**src/rtl/dmac_channel_arbiter.sv**
```systemverilog
// Two-channel DMAC sequencer/arbiter: grants one channel per transfer, ends on irq, bus error or watchdog.
// Build option: define DMAC_ROUND_ROBIN_EN for round-robin arbitration (default is fixed priority, channel 1 first).
module dmac_channel_arbiter #(
    parameter int TIMEOUT_CYCLES = 1024
) (
    input  logic       clk,
    input  logic       rst,
    input  logic [1:0] dma_req,
    input  logic       C_config,
    input  logic       irq,
    input  logic [1:0] M_HResp,
    output logic       channel_en_1,
    output logic       channel_en_2,
    output logic       con_sel,
    output logic       con_en,
    output logic [1:0] dma_ack,
    output logic       dma_err,
    output logic       busy
);

    localparam int            CW       = $clog2(TIMEOUT_CYCLES);
    localparam logic [CW-1:0] CNT_LAST = CW'(TIMEOUT_CYCLES - 1);

    typedef enum logic [2:0] {
        IDLE,
        SELECT,
        ACTIVE,
        DONE,
        ABORT
    } state_t;

    state_t        state;
    state_t        state_nxt;
    logic [CW-1:0] wdog;
    logic          winner_nxt;

`ifdef DMAC_ROUND_ROBIN_EN
    // 1 = channel 2 served last, so channel 1 wins the first contest after reset
    logic last_served;

    always_ff @(posedge clk) begin
        if (!rst) begin
            last_served <= 1'b1;
        end else if (state == DONE || state == ABORT) begin
            last_served <= con_sel;
        end
    end

    always_comb begin
        winner_nxt = (dma_req == 2'b11) ? ~last_served : dma_req[1];
    end
`else
    always_comb begin
        winner_nxt = ~dma_req[0];
    end
`endif

    always_ff @(posedge clk) begin
        if (!rst) begin
            state <= IDLE;
        end else begin
            state <= state_nxt;
        end
    end

    always_comb begin
        state_nxt = state;
        case (state)
            IDLE: begin
                if (C_config && dma_req != 2'b00) begin
                    state_nxt = SELECT;
                end
            end
            SELECT: state_nxt = ACTIVE;
            ACTIVE: begin
                if (M_HResp == 2'b01) begin
                    state_nxt = ABORT;
                end else if (irq) begin
                    state_nxt = DONE;
                end else if (wdog == CNT_LAST) begin
                    state_nxt = ABORT;
                end
            end
            DONE:    state_nxt = IDLE;
            ABORT:   state_nxt = IDLE;
            default: state_nxt = IDLE;
        endcase
    end

    // Outputs are registered from the next state so each one lines up with the state it describes
    always_ff @(posedge clk) begin
        if (!rst) begin
            channel_en_1 <= 1'b0;
            channel_en_2 <= 1'b0;
            con_sel      <= 1'b0;
            con_en       <= 1'b0;
            dma_ack      <= 2'b00;
            dma_err      <= 1'b0;
            busy         <= 1'b0;
            wdog         <= '0;
        end else begin
            busy         <= (state_nxt != IDLE);
            con_en       <= (state == IDLE) && (state_nxt == SELECT);
            channel_en_1 <= (state_nxt == ACTIVE) && !con_sel;
            channel_en_2 <= (state_nxt == ACTIVE) && con_sel;
            dma_ack      <= (state_nxt == DONE) ? (con_sel ? 2'b10 : 2'b01) : 2'b00;
            dma_err      <= (state_nxt == ABORT);
            if (state == IDLE && state_nxt == SELECT) begin
                con_sel <= winner_nxt;
            end
            if (state == SELECT) begin
                wdog <= '0;
            end else if (state == ACTIVE && wdog != CNT_LAST) begin
                wdog <= wdog + CW'(1);
            end
        end
    end

endmodule

```
**config.mk**
```make
export PLATFORM = sky130hd
export DESIGN_NAME = dmac_channel_arbiter
export DESIGN_NICKNAME = d
export VERILOG_FILES = /design/src/rtl/dmac_channel_arbiter.sv
export SDC_FILE = /design/constraint.sdc
export NUM_CORES = 1
export LEC_CHECK = 0
export ABC_AREA = 1
export BUFFER_PORTS_ARGS = -buffer_cell sky130_fd_sc_hd__clkbuf_2
export CELL_PAD_IN_SITES_DETAIL_PLACEMENT = 0
export CELL_PAD_IN_SITES_GLOBAL_PLACEMENT = 2
export CORE_MARGIN = 3
export CORE_UTILIZATION = 35
export CTS_BUF_LIST = sky130_fd_sc_hd__clkbuf_8
export CTS_CLUSTER_DIAMETER = 60
export DETAILED_ROUTE_END_ITERATION = 12
export PLACE_DENSITY_LB_ADDON = 0.1
export SKIP_CTS_REPAIR_TIMING = 1
export SYNTH_ARGS = -nofsm -noshare
export SYNTH_HDL_FRONTEND = slang
export SYNTH_SLANG_ARGS = --single-unit
```
**constraint.sdc**
```tcl
create_clock -name clk -period 3.76 [get_ports clk]
set_clock_uncertainty 0.15 [all_clocks]
set_input_delay 0.94 -clock clk [delete_from_list [all_inputs] [get_ports clk]]
set_output_delay 0.94 -clock clk [all_outputs]
set_load 0.02 [all_outputs]
```
=== Word-level counts from Yosys, hierarchy flattened ===
Cells that the tools add are included.
W data, S select, Z words.

* $add $sub $neg: 1
* $mul: 0
* Div/mod/pow operators: 0
* Order comparisons: 0
* Eq/ne operators: 9
* Shift operators: 0
* Mux-type cells: 6
* Bitwise gates (word level): 2
* Reduce and logical (&&, ||, !) cells: 11

{| class="wikitable"
|+ Operators with widths
! operator !! number
|-
| $mux W3 || 4
|-
| $add A10 B1 Y10 const B || 1
|-
| $eq A10 B10 Y1 const B || 1
|-
| $ne A10 B10 Y1 const B || 1
|-
| $eq A3 B2 Y1 const B || 3
|-
| $pmux W3 S3 || 1
|-
| $eq A3 B1 Y1 const B || 2
|-
| $logic_and A1 B1 Y1 || 5
|-
| $eq A3 B3 Y1 const B || 1
|-
| $logic_not A3 Y1 || 1
|-
| $reduce_bool A3 Y1 || 1
|-
| $eq A2 B1 Y1 const B || 1
|-
| $mux W2 || 1
|-
| $not A1 Y1 || 2
|-
| $reduce_and A2 Y1 || 1
|-
| $reduce_bool A2 Y1 || 1
|-
| $reduce_or A2 Y1 || 1
|-
| $logic_not A1 Y1 || 1
|}

* Register bits after elaboration: 21
* Bits in latches: 0
* RAM bits: 0
* ROM bits: 0
* Logic and storage cells: 38
* Memories: 0

=== Longest topological paths before layout ===
Gate-level depths: netlist of run 1.

* Word-level depth: 7
* Mapped depth: 10
* Depth with buffers taken out: 10

=== Least setup slack after synthesis of run 1 ===
OpenSTA, ideal clock, no wires.

* Path type: input-to-reg
* From: input port M_HResp[0]
* To: register channel_en_1
* Data arrival time: 1.495 ns
* Data required time: 3.545 ns
* Slack: 2.050 ns
* Stages on the path: 7
* Buffers on the path: 0
* Cells stage by stage: inv_1 nor2_1 nor2_1 nand2_1 nand2_1 nand3_1 nor2_1

* Cells in the longest elaborated chain, start to end: 5

{| class="wikitable"
|+ RTL lines
! element !! RTL line !! source
|-
| from (decl) || 11 || <nowiki>input logic [1:0] M_HResp,</nowiki>
|-
| $eq A2 B1 Y1 || 76 || <nowiki>if (M_HResp == 2'b01) begin</nowiki>
|-
| $mux W3 || 76 ||
|-
| $pmux W3 S3 || 68 || <nowiki>case (state)</nowiki>
|-
| $eq A3 B2 Y1 || 104 || <nowiki>channel_en_1 <= (state_nxt == ACTIVE) && !con_sel;</nowiki>
|-
| $logic_and A1 B1 Y1 || 104 ||
|-
| to (signal assigned) || 104 ||
|-
| to (decl) || 12 || <nowiki>output logic channel_en_1,</nowiki>
|}

No other way between the ends.
A chain may end at the register's enable or synchronous reset.

=== Worst setup path in the final report of run 1 ===
* From: register con_sel
* To: output port con_sel

{| class="wikitable"
|+ RTL lines
! element !! RTL line !! source
|-
| from (decl) || 14 || <nowiki>output logic con_sel,</nowiki>
|-
| from (signal assigned) || 109 || <nowiki>con_sel <= winner_nxt;</nowiki>
|}

No word-level cell between the ends.

==> results of run 1 <==
==> final cells by class <==
type	instances	area [um^2]
Inverter	20	75.1
Sequential cell	21	420
Clock inverter	1	3.75
Timing Repair Buffer	15	75.1
Fill cell	293	1450
Multi-Input combinational cell	91	483
Tap cell	30	37.5
Clock buffer	3	41.3
==> path summary, 6_finish.rpt <==
kind,endpoint,slack [ns],cells after the start
worst max register to register,wdog[8]$_SDFFE_PP0P_,2.01,10
worst min register to register,channel_en_1$_SDFF_PN0_,0.32,1
worst min-delay path,channel_en_1$_SDFF_PN0_,0.32,1
worst max-delay path,con_sel,1.83,1
==> layer usage <==
metal  wire length, um  part of all wire
met1               805              0.42
met2              1000              0.52
met3                74             0.039
met4                27             0.014
met5                 0                 0
==> cell families (layout without fill, tap and decap cells) <==
| group | count (synthesis) | after routing | synth area share |
|---|---|---|---|
| buffers and inverters | 21 | 39 | 0.0872 |
| AND/OR/NAND/NOR | 68 | 68 | 0.334 |
| AO/OA/AOI/OAI | 17 | 17 | 0.0973 |
| adder cells (fa/ha/maj) | 1 | 1 | 0.0126 |
| XOR/XNOR | 5 | 5 | 0.0443 |
| flip-flops | 21 | 21 | 0.425 |
==> power groups by stage <==
| stage | clock [uW] | combinational (uW) | sequential [uW] |
|---|---|---|---|
| 2_1_floorplan | 0 | 27.4 | 243 |
| 3_3_place_gp | 0 | 46.0 | 239 |
| 3_5_place_dp | 0 | 46.1 | 239 |
| 4_1_cts | 154 | 46.2 | 233 |
| 5_1_grt | 161 | 52.4 | 235 |
| 6_report | 148 | 45.1 | 233 |
==> metrics by stage <==
stage | worst slack (ns) | hold slack, ns | total power [uW]
after floorplan | 2.05 | 0.319 | 270
after global placement | 1.88 | 0.307 | 285
after detailed placement | 1.86 | 0.309 | 285
after CTS | 1.81 | 0.329 | 434
after global routing | 1.77 | 0.371 | 448
final | 1.83 | 0.320 | 426
==> cells in the final DEF, fill, tap and decap left out, types with 3 or more instances in the layout <==
master    count
nand2_1      32
dfxtp_1      21
inv_1        19
nor2_1       16
clkbuf_2     15
nand3_1       9
a21oi_1       8
nand2_2       3
nand2_4       3
o21ai_1       3
o21ai_0       3
xnor2_1       3
clkbuf_8      3
==> sequential cells by signal, summed over array words and instances, names as in the netlist <==
signal and cells:
dma_ack 2, wdog 10, channel_en_2 1, channel_en_1 1, con_en 1, dma_err 1, busy 1, state 3
con_sel 1
==> summary.txt, run 1 <==
Critical path
  – Startpoint of the worst-slack reg-to-reg timing path: wdog[0]$_SDFFE_PP0P_
  – Endpoint arrival time on the critical path: 0.84 ns
  – Critical path's top delay family: flip-flops
  – Startpoint Class: flop
  – Crit path kind: flop to output pin
  – Worst endpoint required time: 2.67 ns
  – Worst setup EP type: output pin
  – Slowest stage cell on the critical path: dfxtp_1
  – Critical-path cell list: clkbuf_2
  – Critical path launch point: con_sel$_SDFFE_PN0P_
  – Count of buffer and inverter cells on the critical path: 1
  – Largest stage delay, worst path: 0.39 ns
  – Maximum fanout encountered on the critical timing path: 5

Synth
  – Library cell with the largest summed area after synthesis: dfxtp_1
  – Post-synth design cell area: 990 um^2
  – Synthesis Warnings: 0
  – Main synth FF type: dfxtp_1
  – Number of distinct library cell variants in the gate-level netlist after synthesis: 21
  – Number of flops mapped to enable cells by yosys: 0
  – Dominant cells by area after synthesis: dfxtp_1 (42%), nand2_1 (12%), inv_1 (6.8%)
  – Post-synth top area share: 0.425
  – Mapped Nets: 142
  – Async set-or-reset flop fraction in the synthesized netlist: 0
  – Register bit count reported by yosys: 21
  – Number of instances in the synthesized netlist: 133
  – Part of the Yosys area used for sequential elements: 0.425
  – Mean instance size in the synthesized netlist: 7.44 um^2
  – Most numerous cell types in the synthesized netlist: nand2_1 (32), dfxtp_1 (21), inv_1 (18), nor2_1 (16), nand3_1 (9)
  – Leading cell type by number of instances after synthesis: nand2_1

Placed design
  – Port Buf Inserts: 15
  – Placed Cells: 177
  – DP HPWL: 1510 um
  – Area of placed instances: 1090 um^2
  – Routability congestion estimate: 0.760

Global routing
  – Met2 demand-to-capacity share in global routing: 0.233
  – Met1 usage in global routing: 0.149
  – Maximum number of pins on one net before global-route repair: 12
  – Number of global-route vias before repair: 813
  – All-Layer GR Usage: 0.133
  – GR met3 Demand/Resource: 0.0458
  – Grt total ovfl: 0
  – First-pass GRT wire length: 3460 um
  – Busiest metal layer after global routing: met2
  – Number of antenna violations at the first check in global routing: 0

Power and ir drop
  – Sequential power share: 0.547
  – Power per cell area: 375 nW/um^2
  – Psw: 109 uW
  – Logic pwr share: 0.106
  – Cell Int Power: 317 uW
  – Proportion of total power due to net switching: 0.256
  – Clk network pwr share: 0.347
  – Static leakage: 0.000534 uW
  – VDD IR-drop max: 0.000276 V

STA
  – Finish-stage setup viols: 0
  – Count of endpoints failing hold in the final timing report: 0
  – Clock period minus worst slack: 1.93 ns
  – Share of the clock period used by the worst path: 0.513
  – RSZ-0062 raised after global routing: no
  – Max frequency: 518 MHz
  – Transition time at the pin with the least slew margin: 0.249 ns
  – Remaining max-slew budget at the tightest pin: 0.833
  – Final number of max-transition violations: 0
  – Total Neg Setup Slack: 0 ns

Route
  – Routed wire length per instance: 10.5 um
  – Detailed router's first-iteration violation count: 24
  – Overall routed net length: 1910 um
  – Detailed-route DRC error count: 0
  – Detailed Routing Iterations Pass 1: 4
  – Via-per-instance ratio: 4.51
  – Via count: 817
  – Antenna violation net count after detailed routing: 0

Clock network
  – Clock tree buffer depth: 2
  – Latest clock arrival within the worst-skew pair: 0.26 ns
  – H-tree levels: 1
  – Number of clock sinks seen by CTS: 21
  – Buffer type at the clock tree root: clkbuf_8
  – Clock transition at the registers of the reported paths: 0.08 ns
  – Number of CTS-inserted buffers: 3
  – TritonCTS clock tree: yes

Die
  – IO Count: 16
  – Die extent in x: 59.2 um
  – Die height: 59.2 um
  – Core Area: 2590 um^2
  – Number of rows created at floorplan: 18
  – Area of the die: 3500 um^2
  – Initial Util: 0.382

Final layout
  – Design Area, Final: 1140 um^2
  – Final Non-Filler Cells: 181
  – Final core utilization: 0.439
  – Number of nets in the layout: 161
  – Area added between synthesis and finish: 14.8%
  – Total inserted antenna cells: 0
  – Fraction of layout cells with a size suffix above 1: 0.205

Hold path
  – Min-Delay Path Class: flop to flop
  – Hold_sp: con_sel$_SDFFE_PN0P_

Outcome
  – Run status: finished, final reports clean

Job
  – Count of max-cap constraint violations: 0
No activity file was read; power rests on OpenSTA's default activity.
==> run 2, diff against run 1 <==
--- a/config.mk
+++ b/config.mk
@@ -10,7 +10,7 @@
 export CELL_PAD_IN_SITES_DETAIL_PLACEMENT = 0
 export CELL_PAD_IN_SITES_GLOBAL_PLACEMENT = 2
 export CORE_MARGIN = 3
-export CORE_UTILIZATION = 35
+export CORE_UTILIZATION = 29
 export CTS_BUF_LIST = sky130_fd_sc_hd__clkbuf_8
 export CTS_CLUSTER_DIAMETER = 60
 export DETAILED_ROUTE_END_ITERATION = 12
==> constraint.sdc (replaced) <==
create_clock -name clk -period 1.74 [get_ports clk]
set_clock_uncertainty 0.15 [all_clocks]
set_input_delay 0.435 -clock clk [delete_from_list [all_inputs] [get_ports clk]]
set_output_delay 0.435 -clock clk [all_outputs]
set_load 0.02 [all_outputs]
==> run 2 against run 1 <==
  * Combinational power rose by 120%
  * Clock-buffer cell count stayed put
  * Sequential share of layout area fell by 0.96 points
  * Register-to-register slack lost 1.8 ns
  * Flip-flop and latch count is the same
  * Wire length grew 3.8%
  * Global-route usage decreased by 2.0 points
  * Worst hold slack got worse by 0.11 ns
  * Critical path depth increased by 8
  * Worst setup slack got worse by 1.7 ns
  * First-iteration DRC count up 25%
  * Non-clock buffer count rose by 2
  * Critical path type is now flop to flop
  * Critical endpoint is now wdog[2]$_SDFFE_PP0P_
  * Largest power group unchanged
  * Highest routed layer unchanged
==> summary.txt, run 2 (synthesized netlist as in run 1, its figures left out) <==
Route
  – Routed wire length per instance: 10.1 um (-4.7%)
  – Detailed-route DRC error count: 0 (unchanged)
  – Antenna violation net count after detailed routing: 0 (unchanged)
  – Detailed router's first-iteration violation count: 30 (+25%)
  – Via-per-instance ratio: 4.17 (-7.6%)
  – Via count: 822 (+0.61%)
  – Detailed Routing Iterations Pass 1: 4 (unchanged)
  – Overall routed net length: 1980 um (+3.8%)

Outcome
  – Run status: finished, final reports clean

Die
  – Die extent in x: 64.4 um (+8.9%)
  – Core Area: 3150 um^2 (+22%)
  – Number of rows created at floorplan: 20 (+2)
  – Area of the die: 4150 um^2 (+19%)
  – IO Count: 16 (unchanged)
  – Initial Util: 0.314 (-0.0682)
  – Die height: 64.4 um (+8.9%)

STA
  – Share of the clock period used by the worst path: 0.900
  – Final hold slack: 0.207 ns (-0.113 ns)
  – Total Neg Setup Slack: 0 ns (unchanged)
  – Remaining max-slew budget at the tightest pin: 0.806 (-0.0264)
  – RSZ-0062 raised after global routing: no
  – Count of endpoints failing hold in the final timing report: 0 (unchanged)
  – Transition time at the pin with the least slew margin: 0.290 ns (+0.0404 ns)
  – Finish-stage setup viols: 0 (unchanged)
  – Final number of max-transition violations: 0 (unchanged)
  – Max frequency: 638 MHz
  – Clock period minus worst slack: 1.57 ns

Final layout
  – Largest reg by FF count: wdog
  – Max FFs per register: 10 (unchanged)
  – Number of nets in the layout: 163 (+1.2%)
  – Fraction of layout cells with a size suffix above 1: 0.222 (+0.0169)
  – Biggest regs: wdog (10), state (3), dma_ack (2)
  – Most frequent cells in the layout: nand2_1 (32), dfxtp_1 (20), inv_1 (19), nor2_1 (16), clkbuf_2 (15)
  – Most common cell after layout, fill and taps aside: nand2_1
  – Flip-flop and latch area: 422 um^2 (+0.30%)
  – Filler cells: 360 (+23%)
  – Area of the multi-input gates: 483 um^2 (unchanged)
  – Area added between synthesis and finish: 18.2%
  – Total inserted antenna cells: 0 (unchanged)

Placed design
  – Routability congestion estimate: 0.773 (+1.7%)
  – Port Buf Inserts: 15 (unchanged)
  – DP HPWL: 1580 um (+4.4%)

Power and ir drop
  – VDD IR-drop max: 0.000323 V (+17%)
  – Static leakage: 0.000546 uW (+2.1%)
  – Power per cell area: 788 nW/um^2 (+110%)

Critical path
  – Endpoint arrival time on the critical path: 1.58 ns (+0.74 ns)
  – Maximum fanout encountered on the critical timing path: 11 (+6)
  – Startpoint Class: flop
  – Crit path kind: flop to flop
  – Worst endpoint required time: 1.75 ns (-0.92 ns)
  – Worst setup EP type: flop

Job
  – Count of max-cap constraint violations: 0 (unchanged)

Global routing
  – Number of antenna violations at the first check in global routing: 0 (unchanged)
  – All-Layer GR Usage: 0.113 (-0.0202)
  – Grt total ovfl: 0 (unchanged)
  – Maximum number of pins on one net before global-route repair: 12 (unchanged)
  – First-pass GRT wire length: 3660 um (+6.0%)
  – Number of global-route vias before repair: 837 (+3.0%)

Clock network
  – TritonCTS clock tree: yes
  – Latest clock arrival within the worst-skew pair: 0.26 ns (about the same)
  – Number of clock sinks seen by CTS: 21 (unchanged)
  – Buffer type at the clock tree root: clkbuf_8
  – Clock transition at the registers of the reported paths: 0.08 ns (about the same)
  – Number of CTS-inserted buffers: 3 (unchanged)
  – Clock tree buffer depth: 2 (unchanged)
  – H-tree levels: 1 (unchanged)

Hold path
  – Min-Delay Path Class: input pin to flop
[run 2: where the power goes]
group | total (uW) | switching (uW) | internal (uW)
Combinational | 101 | 67.1 | 34.3
Sequential | 503 | 8.12 | 495
Clock | 318 | 160 | 157
Total | 922 | 235 | 687
[run 2: critical path, stage by stage, from the launching register on]
cell	delay (ns)
dfxtp_2	0.34
ha_1	0.19
nand3_1	0.13
nor2_4	0.05
nand2_4	0.07
nand2_4	0.08
inv_2	0.19
nand2_2	0.11
o21ai_2	0.13
a21oi_2	0.03
[run 2: per-layer routing]
layer	routed length [um]	global-route usage
met1	1050	0.160
met2	813	0.156
met3	95	0.0329
met4	19	0.0554
met5	0	0
[run 2: final timing paths]
check / start / endpoint / slack [ns] / cells after the start
worst max register to register: wdog[1]$_SDFFE_PP0P_ / wdog[2]$_SDFFE_PP0P_ / 0.17 / 9
worst min register to register: con_sel$_SDFFE_PN0P_ / dma_ack[0]$_SDFF_PN0_ / 0.32 / 1
worst max-delay path: wdog[1]$_SDFFE_PP0P_ / wdog[2]$_SDFFE_PP0P_ / 0.17 / 9
worst min-delay path: dma_req[0] / con_sel$_SDFFE_PN0P_ / 0.21 / 2
[run 2: layout make-up]
type	count	share of cell area
clock inverter	1	0.00321
sequential	21	0.360
timing repair buffer	17	0.0770
clock buffer	3	0.0353
inverter	20	0.0642
tap	44	0.0471
multi-input combinational	91	0.413
[run 2: through the flow]
step	total power [uW]	std cells	worst slack [ns]	util	instance area (um^2)
after floorplan	584	133	0.168	-	990
after global placement	618	193	0.184	0.356	1120
after detailed placement	617	193	0.154	0.356	1120
after CTS	939	197	0.144	0.371	1170
after global routing	980	197	0.0120	0.371	1170
final	922	197	0.173	0.371	1170
==> run 3, diff against run 2 <==
--- a/config.mk
+++ b/config.mk
@@ -5,12 +5,11 @@
 export SDC_FILE = /design/constraint.sdc
 export NUM_CORES = 1
 export LEC_CHECK = 0
-export ABC_AREA = 1
 export BUFFER_PORTS_ARGS = -buffer_cell sky130_fd_sc_hd__clkbuf_2
 export CELL_PAD_IN_SITES_DETAIL_PLACEMENT = 0
 export CELL_PAD_IN_SITES_GLOBAL_PLACEMENT = 2
 export CORE_MARGIN = 3
-export CORE_UTILIZATION = 29
+export CORE_UTILIZATION = 31
 export CTS_BUF_LIST = sky130_fd_sc_hd__clkbuf_8
 export CTS_CLUSTER_DIAMETER = 60
 export DETAILED_ROUTE_END_ITERATION = 12
==> run 3 against run 2 <==
  * Final cell count fell by 7.1%
  * Worst hold slack improved by 0.11 ns
  * Maximum frequency decreased by 9.6%
  * Largest cell class unchanged
  * Flip-flop and latch count is the same
  * Wire length rose by 19%
  * Synthesized cell count decreased by 19%
  * First-iteration DRC count grew 20%
  * Clock-buffer cell count stayed put
  * Utilization rose by 9.6 points
==> summary.txt, run 3 <==
Outcome
  – Run status: finished, final reports clean

STA
  – Max frequency: 577 MHz (-9.6%)
  – RSZ-0062 raised after global routing: yes
  – Share of the clock period used by the worst path: 0.996 (+0.0958)
  – Total Neg Setup Slack: 0 ns (unchanged)
  – Final number of max-transition violations: 0 (unchanged)
  – Clock period minus worst slack: 1.73 ns (+0.167 ns)
  – Remaining max-slew budget at the tightest pin: 0.741 (-0.0654)
  – Finish-stage setup viols: 0 (unchanged)
  – Transition time at the pin with the least slew margin: 0.384 ns (+0.0943 ns)
  – Count of endpoints failing hold in the final timing report: 0 (unchanged)

Global routing
  – First-pass GRT wire length: 3780 um (+3.2%)
  – Number of global-route vias before repair: 863 (+3.1%)
  – Number of antenna violations at the first check in global routing: 0 (unchanged)
  – Grt total ovfl: 0 (unchanged)
  – Maximum number of pins on one net before global-route repair: 12 (unchanged)
  – All-Layer GR Usage: 0.135 (+0.0217)

Final layout
  – Final core utilization: 0.467 (+0.0957)
  – Largest reg by FF count: wdog
  – Total inserted antenna cells: 0 (unchanged)
  – Most common cell after layout, fill and taps aside: dfxtp_1
  – Max FFs per register: 10 (unchanged)
  – Number of nets in the layout: 151 (-7.4%)
  – Biggest regs: wdog (10), state (3), dma_ack (2)
  – Filler cells: 298 (-17%)
  – Most frequent cells in the layout: dfxtp_1 (19), clkbuf_2 (15), buf_4 (15), nor2_1 (10), nand2_1 (9)
  – Area added between synthesis and finish: 38.6%
  – Fraction of layout cells with a size suffix above 1: 0.397 (+0.175)

Clock network
  – Clock transition at the registers of the reported paths: 0.07 ns (about the same)
  – TritonCTS clock tree: yes
  – Clock tree buffer depth: 2 (unchanged)
  – Number of clock sinks seen by CTS: 21 (unchanged)
  – H-tree levels: 1 (unchanged)
  – Buffer type at the clock tree root: clkbuf_8
  – Number of CTS-inserted buffers: 3 (unchanged)
  – Latest clock arrival within the worst-skew pair: 0.25 ns (about the same)

Critical path
  – Worst endpoint required time: 1.72 ns (-0.03 ns)
  – Maximum fanout encountered on the critical timing path: 5 (-6)
  – Startpoint Class: flop
  – Worst setup EP type: flop
  – Register-to-register setup slack: 0.007 ns (-0.17 ns)
  – Reg2Reg Depth: 5 (-4)
  – Worst reg2reg endpoint: dma_ack[1]$_SDFF_PN0_
  – Endpoint arrival time on the critical path: 1.71 ns (+0.13 ns)
  – Startpoint of the worst-slack reg-to-reg timing path: wdog[0]$_SDFFE_PP0P_
  – Crit path kind: flop to flop

Route
  – Via-per-instance ratio: 4.92 (+18%)
  – Antenna violation net count after detailed routing: 0 (unchanged)
  – Detailed Routing Iterations Pass 1: 4 (unchanged)
  – Routed wire length per instance: 12.9 um (+28%)
  – Overall routed net length: 2360 um (+19%)
  – Detailed router's first-iteration violation count: 36 (+20%)
  – Detailed-route DRC error count: 0 (unchanged)
  – Via count: 900 (+9.5%)

Die
  – Initial Util: 0.337 (+0.0228)
  – Die height: 61.9 um (-3.9%)
  – Area of the die: 3830 um^2 (-7.7%)
  – Core Area: 2880 um^2 (-8.8%)
  – IO Count: 16 (unchanged)
  – Number of rows created at floorplan: 19 (-5.0%)
  – Die extent in x: 61.9 um (-3.9%)

Synth
  – Post-synth top area share: 0.434 (+0.00933)
  – Library cell with the largest summed area after synthesis: dfxtp_1
  – Dominant cells by area after synthesis: dfxtp_1 (43%), nor2_1 (4.3%), nand2_1 (3.5%)
  – Part of the Yosys area used for sequential elements: 0.434 (+0.00933)
  – Synthesis Warnings: 0 (unchanged)
  – Mapped Nets: 117 (-18%)
  – Mean instance size in the synthesized netlist: 8.97 um^2 (+21%)
  – Main synth FF type: dfxtp_1
  – Number of flops mapped to enable cells by yosys: 0 (unchanged)
  – Post-synth design cell area: 968 um^2 (-2.1%)
  – Number of distinct library cell variants in the gate-level netlist after synthesis: 38 (+81%)
  – Number of instances in the synthesized netlist: 108 (-19%)
  – Async set-or-reset flop fraction in the synthesized netlist: 0 (unchanged)
  – Register bit count reported by yosys: 21 (unchanged)
  – Leading cell type by number of instances after synthesis: dfxtp_1
  – Most numerous cell types in the synthesized netlist: dfxtp_1 (21), nor2_1 (11), nand2_1 (9), nand3_1 (6), nor3_1 (6)

Placed design
  – DP HPWL: 1800 um (+14%)
  – Routability congestion estimate: 0.750 (-3.0%)
  – Port Buf Inserts: 15 (unchanged)

Job
  – Count of max-cap constraint violations: 0 (unchanged)

Hold path
  – Min-Delay Path Class: input pin to flop
  – Worst-case hold path end point: con_sel$_SDFFE_PN0P_
  – Hold Path Depth: 3 (+1)
  – Hold_sp: dma_req[0]

Power and ir drop
  – Static leakage: 0.000538 uW (-1.5%)
  – VDD IR-drop max: 0.000406 V (+26%)
  – Power per cell area: 740 nW/um^2 (-6.1%)
run 3: final cells by class:
cell class                 instances  area (um^2)  area share
sequential                        21          423       0.315
tap                               42         52.6      0.0391
multi-input combinational         80          604       0.450
timing repair buffer              31          199       0.148
clock buffer                       3         41.3      0.0308
inverter                           5         18.8      0.0140
clock inverter                     1         3.75     0.00280
run 3: worst max-delay path, stage by stage, from the launching register on:
cell	delay, ns
dfxtp_2	0.35
ha_4	0.14
nand4_1	0.12
or3_4	0.43
a32oi_4	0.35
nor3_2	0.08
run 3: layer usage:
layer	up-vias	GRT usage	wire length, um
li1	458	-	-
met1	427	0.170	1100
met2	13	0.226	1190
met3	2	0.0372	54
met4	0	0.0394	17
met5	-	0	0
run 3: how the worst max path moves through the flow:
stage | startpoint | endpoint | slack (ns) | depth (start not counted)
2_1_floorplan | state[1]$_SDFF_PN0_ | wdog[7]$_SDFFE_PP0P_ | 0.02 | 4
3_3_place_gp | wdog[1]$_SDFFE_PP0P_ | channel_en_2$_SDFF_PN0_ | 0.02 | 5
3_5_place_dp | wdog[1]$_SDFFE_PP0P_ | dma_ack[1]$_SDFF_PN0_ | -0.01 | 5
4_1_cts | wdog[1]$_SDFFE_PP0P_ | dma_ack[1]$_SDFF_PN0_ | -0.03 | 5
5_1_grt | wdog[0]$_SDFFE_PP0P_ | state[1]$_SDFF_PN0_ | -0.09 | 5
6_report | wdog[0]$_SDFFE_PP0P_ | dma_ack[1]$_SDFF_PN0_ | 0.007 | 5
run 3: per-stage QoR:
step                      setup slack (ns)  hold slack [ns]  power [uW]  cell area, um^2  instances
after floorplan                     0.0188            0.310         616              968        108
after global placement              0.0220            0.328         682             1210        179
after detailed placement           -0.0122            0.337         683             1210        179
after CTS                          -0.0298            0.307         994             1250        183
after global routing               -0.0871            0.334        1050             1340        183
final                              0.00652            0.319         994             1340        183
run 3: report_power, final:
part / switching [uW] / internal, uW / total [uW]
Combinational: 102 / 75.3 / 177
Sequential: 13.3 / 502 / 515
Clock: 145 / 157 / 301
Total: 260 / 734 / 994
run 3: cells by family (layout without fill, tap and decap cells):
group,count (synthesis),in the layout,share of synthesized area
AO/OA/AOI/OAI,24,24,0.186
XOR/XNOR,2,2,0.0181
adder cells (fa/ha/maj),1,1,0.0129
buffers and inverters,7,40,0.0297
flip-flops,21,21,0.434
multiplexers,2,2,0.0207
AND/OR/NAND/NOR,51,51,0.298
